### src/rtl/tlc_demand_detector.sv
// Purpose: conditions loop sensors into MD/SD demands, retires them on service, flags illegal lights.
// Latency: demand rises DEBOUNCE+2 edges after the loop goes high; fault is set one edge after a bad light combination.
// Backpressure: none; every input is sampled every cycle and outputs are plain registers.

module tlc_demand_fsm #(
    parameter int DEBOUNCE = 4,
    parameter int WAIT_W   = 8
) (
    input  logic              clk,
    input  logic              clr_n,
    input  logic              loop_i,
    input  logic              served_i,
    output logic              demand_o,
    output logic [WAIT_W-1:0] wait_o
);

    typedef enum logic [1:0] {
        IDLE   = 2'd0,
        QUAL   = 2'd1,
        DEMAND = 2'd2,
        SERVED = 2'd3
    } state_t;

    localparam logic [WAIT_W-1:0] WAIT_ONE = WAIT_W'(1);
    localparam logic [8:0]        DEB_TGT  = 9'(DEBOUNCE);

    logic              sync1_q, sync2_q;
    state_t            state_q, state_d;
    logic [7:0]        cnt_q, cnt_d;
    logic [8:0]        cnt_inc;
    logic              cnt_hit;
    logic              md_q, md_d;
    logic [WAIT_W-1:0] wait_q, wait_d;

    // Two-flop synchronizer for the asynchronous loop sensor; only the second stage feeds the FSM.
    always_ff @(posedge clk or negedge clr_n) begin
        if (!clr_n) begin
            sync1_q <= 1'b0;
            sync2_q <= 1'b0;
        end else begin
            sync1_q <= loop_i;
            sync2_q <= sync1_q;
        end
    end

    assign cnt_inc = {1'b0, cnt_q} + 9'd1;
    assign cnt_hit = (cnt_inc == DEB_TGT);

    // Next-state logic: the counter qualifies loop presence in QUAL and loop absence in SERVED.
    always_comb begin
        state_d = state_q;
        cnt_d   = cnt_q;
        case (state_q)
            IDLE: begin
                if (sync2_q) begin
                    state_d = QUAL;
                    cnt_d   = 8'd1;
                end
            end
            QUAL: begin
                if (!sync2_q) begin
                    state_d = IDLE;
                    cnt_d   = 8'd0;
                end else if (cnt_hit) begin
                    // A car that qualifies while already on green needs no demand.
                    state_d = served_i ? SERVED : DEMAND;
                    cnt_d   = 8'd0;
                end else begin
                    cnt_d = cnt_inc[7:0];
                end
            end
            DEMAND: begin
                // Loop dropouts are ignored here: the demand stays latched until served.
                if (served_i) begin
                    state_d = SERVED;
                    cnt_d   = 8'd0;
                end
            end
            SERVED: begin
                if (!served_i && sync2_q) begin
                    // Green ended with a car still on the loop.
                    state_d = DEMAND;
                    cnt_d   = 8'd0;
                end else if (sync2_q) begin
                    cnt_d = 8'd0;
                end else if (cnt_hit) begin
                    state_d = IDLE;
                    cnt_d   = 8'd0;
                end else begin
                    cnt_d = cnt_inc[7:0];
                end
            end
            default: begin
                state_d = IDLE;
                cnt_d   = 8'd0;
            end
        endcase
    end

    // Demand output and wait counter; the counter only advances while DEMAND persists across the edge,
    // so it reads 0 on entry and is already 0 on the edge that retires the demand.
    always_comb begin
        md_d   = (state_d == DEMAND);
        wait_d = '0;
        if (state_q == DEMAND && state_d == DEMAND) begin
            wait_d = (&wait_q) ? wait_q : (wait_q + WAIT_ONE);
        end
    end

    // State, counter and output registers.
    always_ff @(posedge clk or negedge clr_n) begin
        if (!clr_n) begin
            state_q <= IDLE;
            cnt_q   <= 8'd0;
            md_q    <= 1'b0;
            wait_q  <= '0;
        end else begin
            state_q <= state_d;
            cnt_q   <= cnt_d;
            md_q    <= md_d;
            wait_q  <= wait_d;
        end
    end

    assign demand_o = md_q;
    assign wait_o   = wait_q;

endmodule

module tlc_demand_detector #(
    parameter int DEBOUNCE = 4,
    parameter int WAIT_W   = 8
) (
    input  logic              clk,
    input  logic              clr_n,
    input  logic              loop_m,
    input  logic              loop_s,
    input  logic              MR,
    input  logic              MY,
    input  logic              MG,
    input  logic              MA,
    input  logic              SR,
    input  logic              SY,
    input  logic              SG,
    output logic              MD,
    output logic              SD,
    output logic [WAIT_W-1:0] m_wait,
    output logic [WAIT_W-1:0] s_wait,
    output logic              fault
);

    logic       g_m, g_s;
    logic [1:0] m_lit, s_lit;
    logic       illegal;
    logic       fault_q, fault_d;

    assign g_m = MG | MA;
    assign g_s = SG;

    tlc_demand_fsm #(.DEBOUNCE(DEBOUNCE), .WAIT_W(WAIT_W)) u_main (
        .clk      (clk),
        .clr_n    (clr_n),
        .loop_i   (loop_m),
        .served_i (g_m),
        .demand_o (MD),
        .wait_o   (m_wait)
    );

    tlc_demand_fsm #(.DEBOUNCE(DEBOUNCE), .WAIT_W(WAIT_W)) u_side (
        .clk      (clk),
        .clr_n    (clr_n),
        .loop_i   (loop_s),
        .served_i (g_s),
        .demand_o (SD),
        .wait_o   (s_wait)
    );

    // Light-conflict check on the raw controller outputs; the arrow is only legal alongside main green.
    always_comb begin
        m_lit   = {1'b0, MR} + {1'b0, MY} + {1'b0, MG};
        s_lit   = {1'b0, SR} + {1'b0, SY} + {1'b0, SG};
        illegal = (m_lit != 2'd1) || (s_lit != 2'd1) || (MA && !MG) ||
                  ((MY || MG || MA) && (SY || SG));
        fault_d = fault_q | illegal;
    end

    // Sticky fault flag, cleared only by reset.
    always_ff @(posedge clk or negedge clr_n) begin
        if (!clr_n) begin
            fault_q <= 1'b0;
        end else begin
            fault_q <= fault_d;
        end
    end

    assign fault = fault_q;

endmodule
### config.mk
export PLATFORM = sky130hd
export DESIGN_NAME = tlc_demand_detector
export DESIGN_NICKNAME = d
export VERILOG_FILES = /design/src/rtl/tlc_demand_detector.sv
export SDC_FILE = /design/constraint.sdc
export NUM_CORES = 1
export LEC_CHECK = 0
export ABC_AREA = 1
export BUFFER_PORTS_ARGS = -buffer_cell sky130_fd_sc_hd__buf_2
export CORE_MARGIN = 2
export CORE_UTILIZATION = 44
export CTS_BUF_LIST = sky130_fd_sc_hd__clkbuf_8
export DETAILED_ROUTE_END_ITERATION = 10
export PLACE_DENSITY = 0.66
export REMOVE_ABC_BUFFERS = 1
export SYNTH_ARGS = -nofsm -noshare
export SYNTH_HDL_FRONTEND = slang
export SYNTH_SLANG_ARGS = --single-unit
### constraint.sdc
create_clock -name clk -period 1.6 [get_ports clk]
set_clock_uncertainty 0.05 [all_clocks]
set_input_delay 0.16 -clock clk [delete_from_list [all_inputs] [get_ports clk]]
set_output_delay 0.16 -clock clk [all_outputs]
set_load 0.005 [all_outputs]
# Word-level counts from Yosys, hierarchy flattened
# Cells that the tools add are included.
dict set report totals {
  reg_bits 43
  out_inout_bits 19
  wordCells 98
}
dict set report classes {
  reduce_logical 21
  addsub 8
  muxes 36
  eq_ne 18
  bitwise_logic 2
}
# operator count
set ops {}
lappend ops {{8-bit two-way mux} 16}
lappend ops {{8-bit one-hot mux with 4 select lines} 2}
lappend ops {{2-bit two-way mux} 14}
lappend ops {{8-bit by 1-bit adder with 9-bit output (second input constant)} 2}
lappend ops {{9-bit by 3-bit == test with 1-bit output (second input constant)} 2}
lappend ops {{8-bit by 1-bit adder with 8-bit output (second input constant)} 2}
lappend ops {{2-bit one-hot mux with 4 select lines} 2}
lappend ops {{8-bit AND reduction} 2}
lappend ops {{2-bit == test (second input constant)} 6}
lappend ops {{2-bit by 1-bit != test with 1-bit output (second input constant)} 5}
lappend ops {{1-bit logical AND} 6}
lappend ops {{1-bit logical OR} 6}
lappend ops {{2-bit != test (second input constant)} 3}
lappend ops {{1-bit by 1-bit adder with 2-bit output} 2}
lappend ops {{2-bit by 1-bit adder with 2-bit output} 2}
lappend ops {{2-bit by 1-bit == test with 1-bit output (second input constant)} 2}
lappend ops {{2-bit logical NOT} 2}
lappend ops {{2-bit AND reduction} 2}
lappend ops {{1-bit logical NOT} 3}
lappend ops {{1-bit two-way mux} 2}
lappend ops {{1-bit bitwise OR} 2}

# Logic depth before layout (Yosys ltp)
# Gate-level depths: netlist of the first run.
dict set report logic_depth {
  depth_word 9
  depth_mapped 11
  mapped_depth_nobuf 11
}

# Modules after synthesis
# Synthesis of the first run repeated with hierarchy kept, for this count alone.
dict set report hier_totals {
  hier_cells 312
  hier_area_um2 2442.3
}
# module seq_area_each_um2 n_inst cells_per_inst area_per_inst_um2
set by_module_without_submodules {}
lappend by_module_without_submodules {{tlc_demand_fsm at u_side} 525.5 1 146 1161.1}
lappend by_module_without_submodules {{tlc_demand_fsm at u_main} 525.5 1 145 1139.8}
lappend by_module_without_submodules {tlc_demand_detector 25.0 1 21 141.4}

# Worst setup path before layout of the first run
# No wires, ideal clock.
dict set report synth_path {
  kind {reg2reg}
  from {register u_side.wait_q[0] (netlist: u_side.wait_o[0])}
  to {register u_side.wait_q[4] (netlist: u_side.wait_o[4])}
  n_path_buf 0
  stages_incl_launch_ff 10
  arrival_ps 1400
  path_slack_ps 23
  required_ps 1423
  setup_ps 127
  path_cell_list {dfrtp_1 > ha_1 > nand2_1 > nor3_1 > nand2_1 > nor2_2 > nor2_1 > nand2_1 > xor2_1 > nor2_1}
}
dict set report synth_between {
  elab_chain_cells 3
  word_cells_on_any_way 5
}
# item line_no
set synth_rtl {}
lappend synth_rtl {{start, declared} 33} ;# logic [WAIT_W-1:0] wait_q, wait_d;
lappend synth_rtl {{start signal, assigned} 121} ;# wait_q <= wait_d;
lappend synth_rtl {{8-bit by 1-bit adder with 8-bit output} 106} ;# wait_d = (&wait_q) ? wait_q : (wait_q + WAIT_ONE);
lappend synth_rtl {{8-bit two-way mux} 106}
lappend synth_rtl {{8-bit two-way mux} 105} ;# if (state_q == DEMAND && state_d == DEMAND) begin
# Parallel ways exist; a longest one is shown, timed or not. The select of a mux whose other input is x is not followed.
# A chain may end at the register's enable or synchronous reset.

# Worst setup path in the final report of the first run
dict set report layout_path {
  from {register u_side.cnt_q[0]}
  to {register u_side.md_q (netlist: u_side.demand_o)}
}
dict set report layout_between {
  elab_chain_cells 7
  word_cells_on_any_way 9
}
# item line_no
set layout_rtl {}
lappend layout_rtl {{start, declared} 29} ;# logic [7:0] cnt_q, cnt_d;
lappend layout_rtl {{start signal, assigned} 119} ;# cnt_q <= cnt_d;
lappend layout_rtl {{8-bit by 1-bit adder with 9-bit output (*)} 46} ;# assign cnt_inc = {1'b0, cnt_q} + 9'd1;
lappend layout_rtl {{9-bit by 3-bit == test with 1-bit output (*)} 47} ;# assign cnt_hit = (cnt_inc == DEB_TGT);
lappend layout_rtl {{2-bit two-way mux} 86} ;# end else if (cnt_hit) begin
lappend layout_rtl {{2-bit two-way mux} 84} ;# end else if (sync2_q) begin
lappend layout_rtl {{2-bit two-way mux} 80} ;# if (!served_i && sync2_q) begin
lappend layout_rtl {{2-bit one-hot mux with 4 select lines (*)} 53} ;# case (state_q)
lappend layout_rtl {{via u_side.state_d[0]} 28} ;# state_t state_q, state_d;
lappend layout_rtl {{2-bit == test (*)} 103} ;# md_d = (state_d == DEMAND);
lappend layout_rtl {{via u_side.md_d} 32} ;# logic md_q, md_d;
lappend layout_rtl {{end signal, assigned} 120} ;# md_q <= md_d;
lappend layout_rtl {{end, declared} 32}
# The timed path passes the listed nets; every way through them passes the cells marked *.

==> results of run 1 <==
state kept, by name, summed over array words and instances (netlist names), 2 cells and up:
signal,cells
u_main.state_q,2
u_side.wait_o,8
u_side.cnt_q,8
u_main.cnt_q,8
u_main.wait_o,8
u_side.state_q,2
power by group:
part | leakage [nW] | internal [mW] | total [mW] | switching, mW
Combinational | 0.821 | 0.472 | 1.07 | 0.595
Clock | 0.0408 | 0.312 | 0.715 | 0.403
Sequential | 0.568 | 1.23 | 1.40 | 0.167
Total | 1.43 | 2.01 | 3.18 | 1.17
layer usage:
metal / up-vias / track usage, % / routed length (microns)
met3: 7 / 3.26 / 200
met5: - / 0 / 0
li1: 1087 / - / -
met2: 42 / 29.9 / 2540
met1: 1011 / 24.1 / 2390
met4: 0 / 5.36 / 63
how the worst max path moves through the flow:
stage / cells after the start / start / to
finish: 11 / u_side.cnt_q[0] / u_side.demand_o
floorplan: 9 / u_side.wait_o[0] / u_side.wait_o[4]
global route: 11 / u_side.cnt_q[0] / u_side.demand_o
detailed placement: 7 / u_main.wait_o[0] / u_main.wait_o[3]
global placement: 9 / u_main.cnt_q[1] / u_main.demand_o
CTS: 9 / u_side.cnt_q[1] / u_side.demand_o
per-stage QoR:
stage / total power [mW] / area, sq um
global route: 3.44 / 3060
CTS: 3.11 / 2930
global placement: 2.33 / 2770
detailed placement: 2.35 / 2770
floorplan: 1.95 / 2370
finish: 3.18 / 3060
cell families (layout without fill, tap and decap cells):
kind of cell,count (synthesis),count (layout),share of synthesized area [%]
simple gates,149,149,29.1
buf+inv,48,112,7.60
flops,43,43,45.4
compound gates,42,42,10.4
xor+xnor,10,10,3.70
fa+ha+maj,6,6,3.80
worst max-delay path, cell delays in order, from the launching register on:
cell and delay (ns):
sky130_fd_sc_hd__dfrtp_1 0.42, sky130_fd_sc_hd__buf_6 0.14, sky130_fd_sc_hd__nand3_4 0.09, sky130_fd_sc_hd__nand2_2 0.07
sky130_fd_sc_hd__nand2_2 0.06, sky130_fd_sc_hd__nor2_2 0.12, sky130_fd_sc_hd__nand2_2 0.07, sky130_fd_sc_hd__nor2_4 0.16
sky130_fd_sc_hd__nand3_2 0.09, sky130_fd_sc_hd__nand2_2 0.08, sky130_fd_sc_hd__nand4_1 0.12, sky130_fd_sc_hd__nor2_1 0.12
placed cells by master, fill, tap and decap left out, types with 2 or more instances in the layout:
| cell | n |
|---|---|
| sky130_fd_sc_hd__o22ai_1 | 6 |
| sky130_fd_sc_hd__nand3_4 | 3 |
| sky130_fd_sc_hd__nand3_2 | 3 |
| sky130_fd_sc_hd__dfrtp_2 | 3 |
| sky130_fd_sc_hd__xor2_1 | 8 |
| sky130_fd_sc_hd__o21ai_0 | 13 |
| sky130_fd_sc_hd__a21oi_1 | 8 |
| sky130_fd_sc_hd__buf_6 | 3 |
| sky130_fd_sc_hd__ha_2 | 3 |
| sky130_fd_sc_hd__clkbuf_8 | 5 |
| sky130_fd_sc_hd__nand2_2 | 14 |
| sky130_fd_sc_hd__inv_2 | 3 |
| sky130_fd_sc_hd__nand4_1 | 5 |
| sky130_fd_sc_hd__o31ai_1 | 2 |
| sky130_fd_sc_hd__nor2_4 | 6 |
| sky130_fd_sc_hd__o21ai_2 | 5 |
| sky130_fd_sc_hd__dlygate4sd3_1 | 3 |
| sky130_fd_sc_hd__inv_1 | 45 |
| sky130_fd_sc_hd__fa_1 | 2 |
| sky130_fd_sc_hd__buf_2 | 29 |
| sky130_fd_sc_hd__nand3_1 | 21 |
| sky130_fd_sc_hd__nor3_1 | 4 |
| sky130_fd_sc_hd__nor3b_1 | 2 |
| sky130_fd_sc_hd__buf_4 | 20 |
| sky130_fd_sc_hd__a211oi_1 | 2 |
| sky130_fd_sc_hd__clkinvlp_4 | 2 |
| sky130_fd_sc_hd__nand2_1 | 55 |
| sky130_fd_sc_hd__nor2_2 | 3 |
| sky130_fd_sc_hd__dfrtp_1 | 40 |
| sky130_fd_sc_hd__nor2_1 | 30 |
| sky130_fd_sc_hd__o21ai_1 | 3 |
area by class of cell:
class                           count  share of cell area (%)
Clock buffer                        5                    2.25
Timing Repair Buffer               56                    12.4
Sequential cell                    43                    35.3
Inverter                           48                    5.88
Clock inverter                      3                   0.776
Tap cell                           70                    2.86
Multi-Input combinational cell    207                    40.6
repair_timing:
| item | 4_1_cts | 5_1_grt |
|---|---|---|
| gates resized for setup | 6 | 32 |
| hold endpoints to repair | 20 | 0 |
| setup endpoints to repair | 8 | 21 |
| buffers inserted | 1 | 2 |
| pin swaps | 6 | 20 |
| hold buffers | 3 | 0 |
==> flow_summary_export.csv, run 1 <==
group,metric,value,unit
critical_path,setup.reg_to_reg.worst_slack,-0.06,ns
synth,synth_top_flop_cell,"sky130_fd_sc_hd__dfrtp_1",
clock_network,num_cts_buffers,5,
clock_network,root_buffer_master,"sky130_fd_sc_hd__clkbuf_8",
layout,multi_input_comb_area,0.00124,sq mm
critical_path,reg2reg_to,"u_side.demand_o",
power,p_leak,1.43,nW
layout,layout.filler_cells,489,
floorplanning,die_w,77.4,microns
timing,final_setup_viols,3,
floorplanning,core_rows,26,
synth,yosysWarnings,0,
synth,synthMostInstantiatedCell,"sky130_fd_sc_hd__nand2_1",
routing,first_iteration_detailed_routing_drc_count,82,
timing,post-route-period-util,104,%
timing,report.final.hold_viol_count,0,
run_status,violated_checks,"negative setup slack",
clock_network,clk_pin_slew_worst_paths,0.09,ns
floorplanning,dieArea,0.00599,sq mm
global_route,grt_pass1_wl,8730,microns
synth,netlist_top_cells_area,"sky130_fd_sc_hd__dfrtp_1 (45%), sky130_fd_sc_hd__nand2_1 (10%), sky130_fd_sc_hd__inv_1 (7.3%)",
timing,final-max-slew-violation-count,0,
synth,asyncSetResetFlopFracSynth,100,%
placed_design,place_congestion,0.836,
placed_design,portBuffers,29,
synth,post_synth_inst_count,298,
run_status,status,"finished, violations left",
global_route,overflow,0,
synth,postSynthRegisterBits,43,
min_path,min_to,"fault",
placed_design,placement.setup.worst_slack,-0.0363,ns
timing,period_minus_slack,1.66,ns
clock_network,htree_levels,2,
global_route,groute.usage.overall,18.0,%
critical_path,startpoint_type_of_the_worst_setup_path,"flop",
timing,worst-slew-pin-transition,0.474,ns
routing,detail-route-antenna-nets,0,
critical_path,reg2reg_start,"u_side.cnt_q[0]",
synth,seq_area_frac_synth,45.4,%
routing,drt_wl_total,5200,microns
global_route,via_count_of_the_first_global_routing_pass,1999,
global_route,antenna_found_initial,0,
synth,yosys.area.top_type_share,45.4,%
placed_design,dp_cells,418,
min_path,timing.hold.worst.class,"input pin to flop",
timing,timing.setup.tns,-0.108,ns
flow_run,timing.max_cap.violations,0,
synth,synth.distinct_cells,27,
routing,drt-vias-per-instance,4.97,
critical_path,worst-setup-path-type,"flop to flop",
floorplanning,die_height,77.4,microns
layout,syn2layout_area_growth,29.3,%
floorplanning,initial_utilization,46.1,%
power,irDropWorstVdd,0.788,mV
clock_network,clock_sinks,43,
synth,netlist_area,0.00237,sq mm
timing,timing.fmax,602,MHz
timing,holdWs,0.0826,ns
synth,netlist.top_cell.by_area,"sky130_fd_sc_hd__dfrtp_1",
synth,synth-edff-count,0,
layout,nNetsFinal,378,
floorplanning,coreArea,0.00514,sq mm
min_path,whs_path_depth,3,
timing,rsz_0062_raised_after_global_routing,"true",
routing,post_drt_wl_per_cell,12.0,microns
placed_design,detailedPlacementHpwl,3770,microns
routing,detailroute.via_count,2147,
clock_network,clock_latency,0.30,ns
layout,antenna_cells,0,
clock_network,ctsLongestPathBuffers,2,
synth,synth_commonest_cells,"sky130_fd_sc_hd__nand2_1 (64), sky130_fd_sc_hd__inv_1 (46), sky130_fd_sc_hd__dfrtp_1 (43)",
timing,finalWorstSetupSlack,-0.0614,ns
timing,slew_headroom,68.4,%
critical_path,cp_max_fo,4,
layout,flip_flop_and_latch_area,0.00108,sq mm
clock_network,tritoncts,"yes",
layout,fin_cells,432,
global_route,grt_max_degree,26,
layout,fin_util,59.6,%
floorplanning,number_of_top_level_pins,30,
synth,syn_area_cell,7.95,sq um
min_path,hold_path_startpoint,"MA",
routing,drcViolationCount,0,
routing,drt_pre_antenna_iters,4,
critical_path,timing.critical_path.required,1.78,ns
layout,ratio_of_cells_with_drive_above_1_in_the_final_layout,30.1,%
critical_path,r2r_cells,11,
critical_path,worstSetupEndpointType,"flop",
critical_path,critPathArrivalTime,1.85,ns
power,power.density_cell_area,1040,mW/mm^2
Note: power is estimated with default switching activity, not from simulation.
==> inputs of run 2 (changes only) <==
--- a/config.mk
+++ b/config.mk
@@ -6,12 +6,12 @@
 export NUM_CORES = 1
 export LEC_CHECK = 0
 export ABC_AREA = 1
-export BUFFER_PORTS_ARGS = -buffer_cell sky130_fd_sc_hd__buf_2
-export CORE_MARGIN = 2
+export CORE_MARGIN = 4
 export CORE_UTILIZATION = 44
 export CTS_BUF_LIST = sky130_fd_sc_hd__clkbuf_8
 export DETAILED_ROUTE_END_ITERATION = 10
-export PLACE_DENSITY = 0.66
+export DONT_BUFFER_PORTS = 1
+export PLACE_DENSITY = 0.61
 export REMOVE_ABC_BUFFERS = 1
 export SYNTH_ARGS = -nofsm -noshare
 export SYNTH_HDL_FRONTEND = slang
==> run 2 against run 1 <==
Effect of this change:
- the run still ends with negative setup slack left
- wire length is 3.1% higher
- total power is 0.88% higher
- global-route usage is 1.3 points lower
- register-to-register slack better by 0.02 ns
- worst setup slack better by 0.016 ns
- final cell count is 1.4% lower
- largest power group unchanged
==> flow_summary_export.csv, run 2 (synthesis results as in run 1) <==
group,metric,value,unit
critical_path,startpoint_type_of_the_worst_setup_path,"flop",
timing,report.final.hold_viol_count,0,
routing,first_iteration_detailed_routing_drc_count,70,
layout,nNetsFinal,373,
global_route,grt_max_degree,44,
placed_design,dp_cells,396,
timing,timing.fmax,608,MHz
power,irDropWorstVdd,0.697,mV
timing,period_minus_slack,1.65,ns
power,netSwitchingFraction,36.1,%
clock_network,htree_levels,2,
global_route,groute.usage.overall,16.7,%
placed_design,placement.cell_area,0.00267,sq mm
timing,worst-slew-pin-transition,0.267,ns
power,combPwrFrac,34.7,%
clock_network,tritoncts,"yes",
placed_design,place_congestion,0.823,
critical_path,worstSetupEndpointType,"flop",
global_route,antenna_found_initial,0,
placed_design,portBuffers,0,
flow_run,timing.max_cap.violations,0,
floorplanning,die_height,81.4,microns
floorplanning,initial_utilization,45.8,%
routing,drt_pre_antenna_iters,4,
clock_network,clk_pin_slew_worst_paths,0.08,ns
clock_network,ctsLongestPathBuffers,2,
layout,mostFrequentLayoutCell,"sky130_fd_sc_hd__nand2_1",
power,totalPowerFinal,3.21,mW
layout,syn2layout_area_growth,33.0,%
run_status,status,"finished, violations left",
global_route,grt_pass1_wl,8620,microns
critical_path,cp_max_fo,4,
global_route,via_count_of_the_first_global_routing_pass,2018,
power,netSwitchingPower,1.16,mW
routing,drt_wl_total,5360,microns
global_route,overflow,0,
placed_design,detailedPlacementHpwl,3640,microns
floorplanning,number_of_top_level_pins,30,
timing,slew_headroom,82.1,%
floorplanning,core_rows,26,
routing,drt-vias-per-instance,4.96,
timing,post-route-period-util,103,%
power,p_leak,1.44,nW
layout,fin_cells,426,
clock_network,clock_latency,0.29,ns
layout,layout.cells.most_common_list,"sky130_fd_sc_hd__nand2_1 (55), sky130_fd_sc_hd__inv_1 (45), sky130_fd_sc_hd__buf_4 (41)",
critical_path,worst-setup-path-type,"flop to flop",
routing,post_drt_wl_per_cell,12.6,microns
power,share_clk_of_total_power,22.0,%
floorplanning,coreArea,0.00517,sq mm
power,power.density_cell_area,1020,mW/mm^2
timing,final-max-slew-violation-count,0,
clock_network,root_buffer_master,"sky130_fd_sc_hd__clkbuf_8",
critical_path,critPathArrivalTime,1.83,ns
clock_network,clock_sinks,43,
timing,timing.setup.tns,-0.100,ns
floorplanning,die_w,81.4,microns
layout,ratio_of_cells_with_drive_above_1_in_the_final_layout,30.9,%
run_status,violated_checks,"negative setup slack",
layout,final_design_area_no_fill,0.00315,sq mm
routing,drcViolationCount,0,
power,internal_power,2.05,mW
routing,detailroute.via_count,2113,
routing,detail-route-antenna-nets,0,
power,share_seq_of_total_power,43.3,%
timing,finalWorstSetupSlack,-0.0452,ns
clock_network,num_cts_buffers,5,
layout,antenna_cells,0,
floorplanning,dieArea,0.00662,sq mm
timing,final_setup_viols,5,
min_path,timing.hold.worst.class,"input pin to flop",
critical_path,timing.critical_path.required,1.78,ns
timing,rsz_0062_raised_after_global_routing,"true",
run 2: changes by cell type in the layout (fill, tap and decap cells not counted), moves of 2 or more:
cell                            delta
sky130_fd_sc_hd__nand2_2           -2
sky130_fd_sc_hd__buf_4            +21
sky130_fd_sc_hd__nand2_4           +2
sky130_fd_sc_hd__nor2_1            -3
sky130_fd_sc_hd__buf_2            -29
sky130_fd_sc_hd__dlygate4sd3_1     +2
sky130_fd_sc_hd__clkinvlp_4        -2
sky130_fd_sc_hd__dfrtp_1           -2
sky130_fd_sc_hd__nor2_2            +4
sky130_fd_sc_hd__dfrtp_2           +2
run 2: layout make-up:
cell class / count / area, sq um
inverters: 48 / 180
clock inverters: 1 / 5.00
repair buffers: 51 / 430
clock buffers: 6 / 82.6
multi-input cells: 207 / 1280
flip-flops and latches: 43 / 1080
well taps: 70 / 87.6
fillers: 446 / 2020
run 2: metal layers:
layer  up-vias  routed length (microns)  global-route usage, %
met5         -                        0                      0
met4         0                       69                   5.41
met3         7                      238                   4.32
met2        30                     2700                   27.6
met1       999                     2350                   21.2
li1       1077                        -                      -
run 2: critical path, stage by stage, from the launching register on:
cell and delay (ns):
sky130_fd_sc_hd__dfrtp_1 0.40, sky130_fd_sc_hd__ha_2 0.22, sky130_fd_sc_hd__nand3_4 0.10, sky130_fd_sc_hd__inv_1 0.08
sky130_fd_sc_hd__nand2_1 0.09, sky130_fd_sc_hd__nand3_2 0.10, sky130_fd_sc_hd__nor2_4 0.17, sky130_fd_sc_hd__nand2_4 0.09
sky130_fd_sc_hd__o21ai_2 0.16, sky130_fd_sc_hd__inv_2 0.05, sky130_fd_sc_hd__nor2_2 0.08
run 2: repair_timing:
item,in CTS,in global routing
gates resized for setup,12,38
cloned,0,0
hold buffers,6,0
pin swaps,16,29
buffers inserted,7,10
endpoints found under the setup margin,7,24
hold endpoints to repair,46,0
run 2: worst paths after layout:
check	start	to	slack, ns	cells past startpoint
max in group asynchronous	clr_n	u_main.cnt_q[3]	0.97	2
max	u_side.cnt_q[0]	u_side.demand_o	-0.05	10
min in group asynchronous	clr_n	u_side.cnt_q[7]	0.30	2
min	SG	u_side.state_q[0]	0.04	2
min reg2reg	u_main.sync1_q	u_main.sync2_q	0.30	0
max reg2reg	u_side.cnt_q[0]	u_side.demand_o	-0.05	10
run 2: per-stage QoR:
step | utilization (%) | setup WS (ns) | hold WS (ns)
after detailed placement | 51.6 | -0.0260 | -0.184
after global routing | 60.9 | -0.196 | 0.0757
after global placement | 51.6 | -0.0170 | -0.184
after floorplan | - | 0.0231 | -0.186
after CTS | 56.8 | -0.0393 | 0.0128
final | 60.9 | -0.0452 | 0.0353
run 2: power by group through the flow:
stage | Combinational, mW | Sequential [mW] | Clock (mW)
global placement | 0.884 | 1.39 | 0
floorplan | 0.565 | 1.39 | 0
finish | 1.11 | 1.39 | 0.705
global route | 1.26 | 1.41 | 0.767
CTS | 0.997 | 1.38 | 0.739
detailed placement | 0.890 | 1.39 | 0
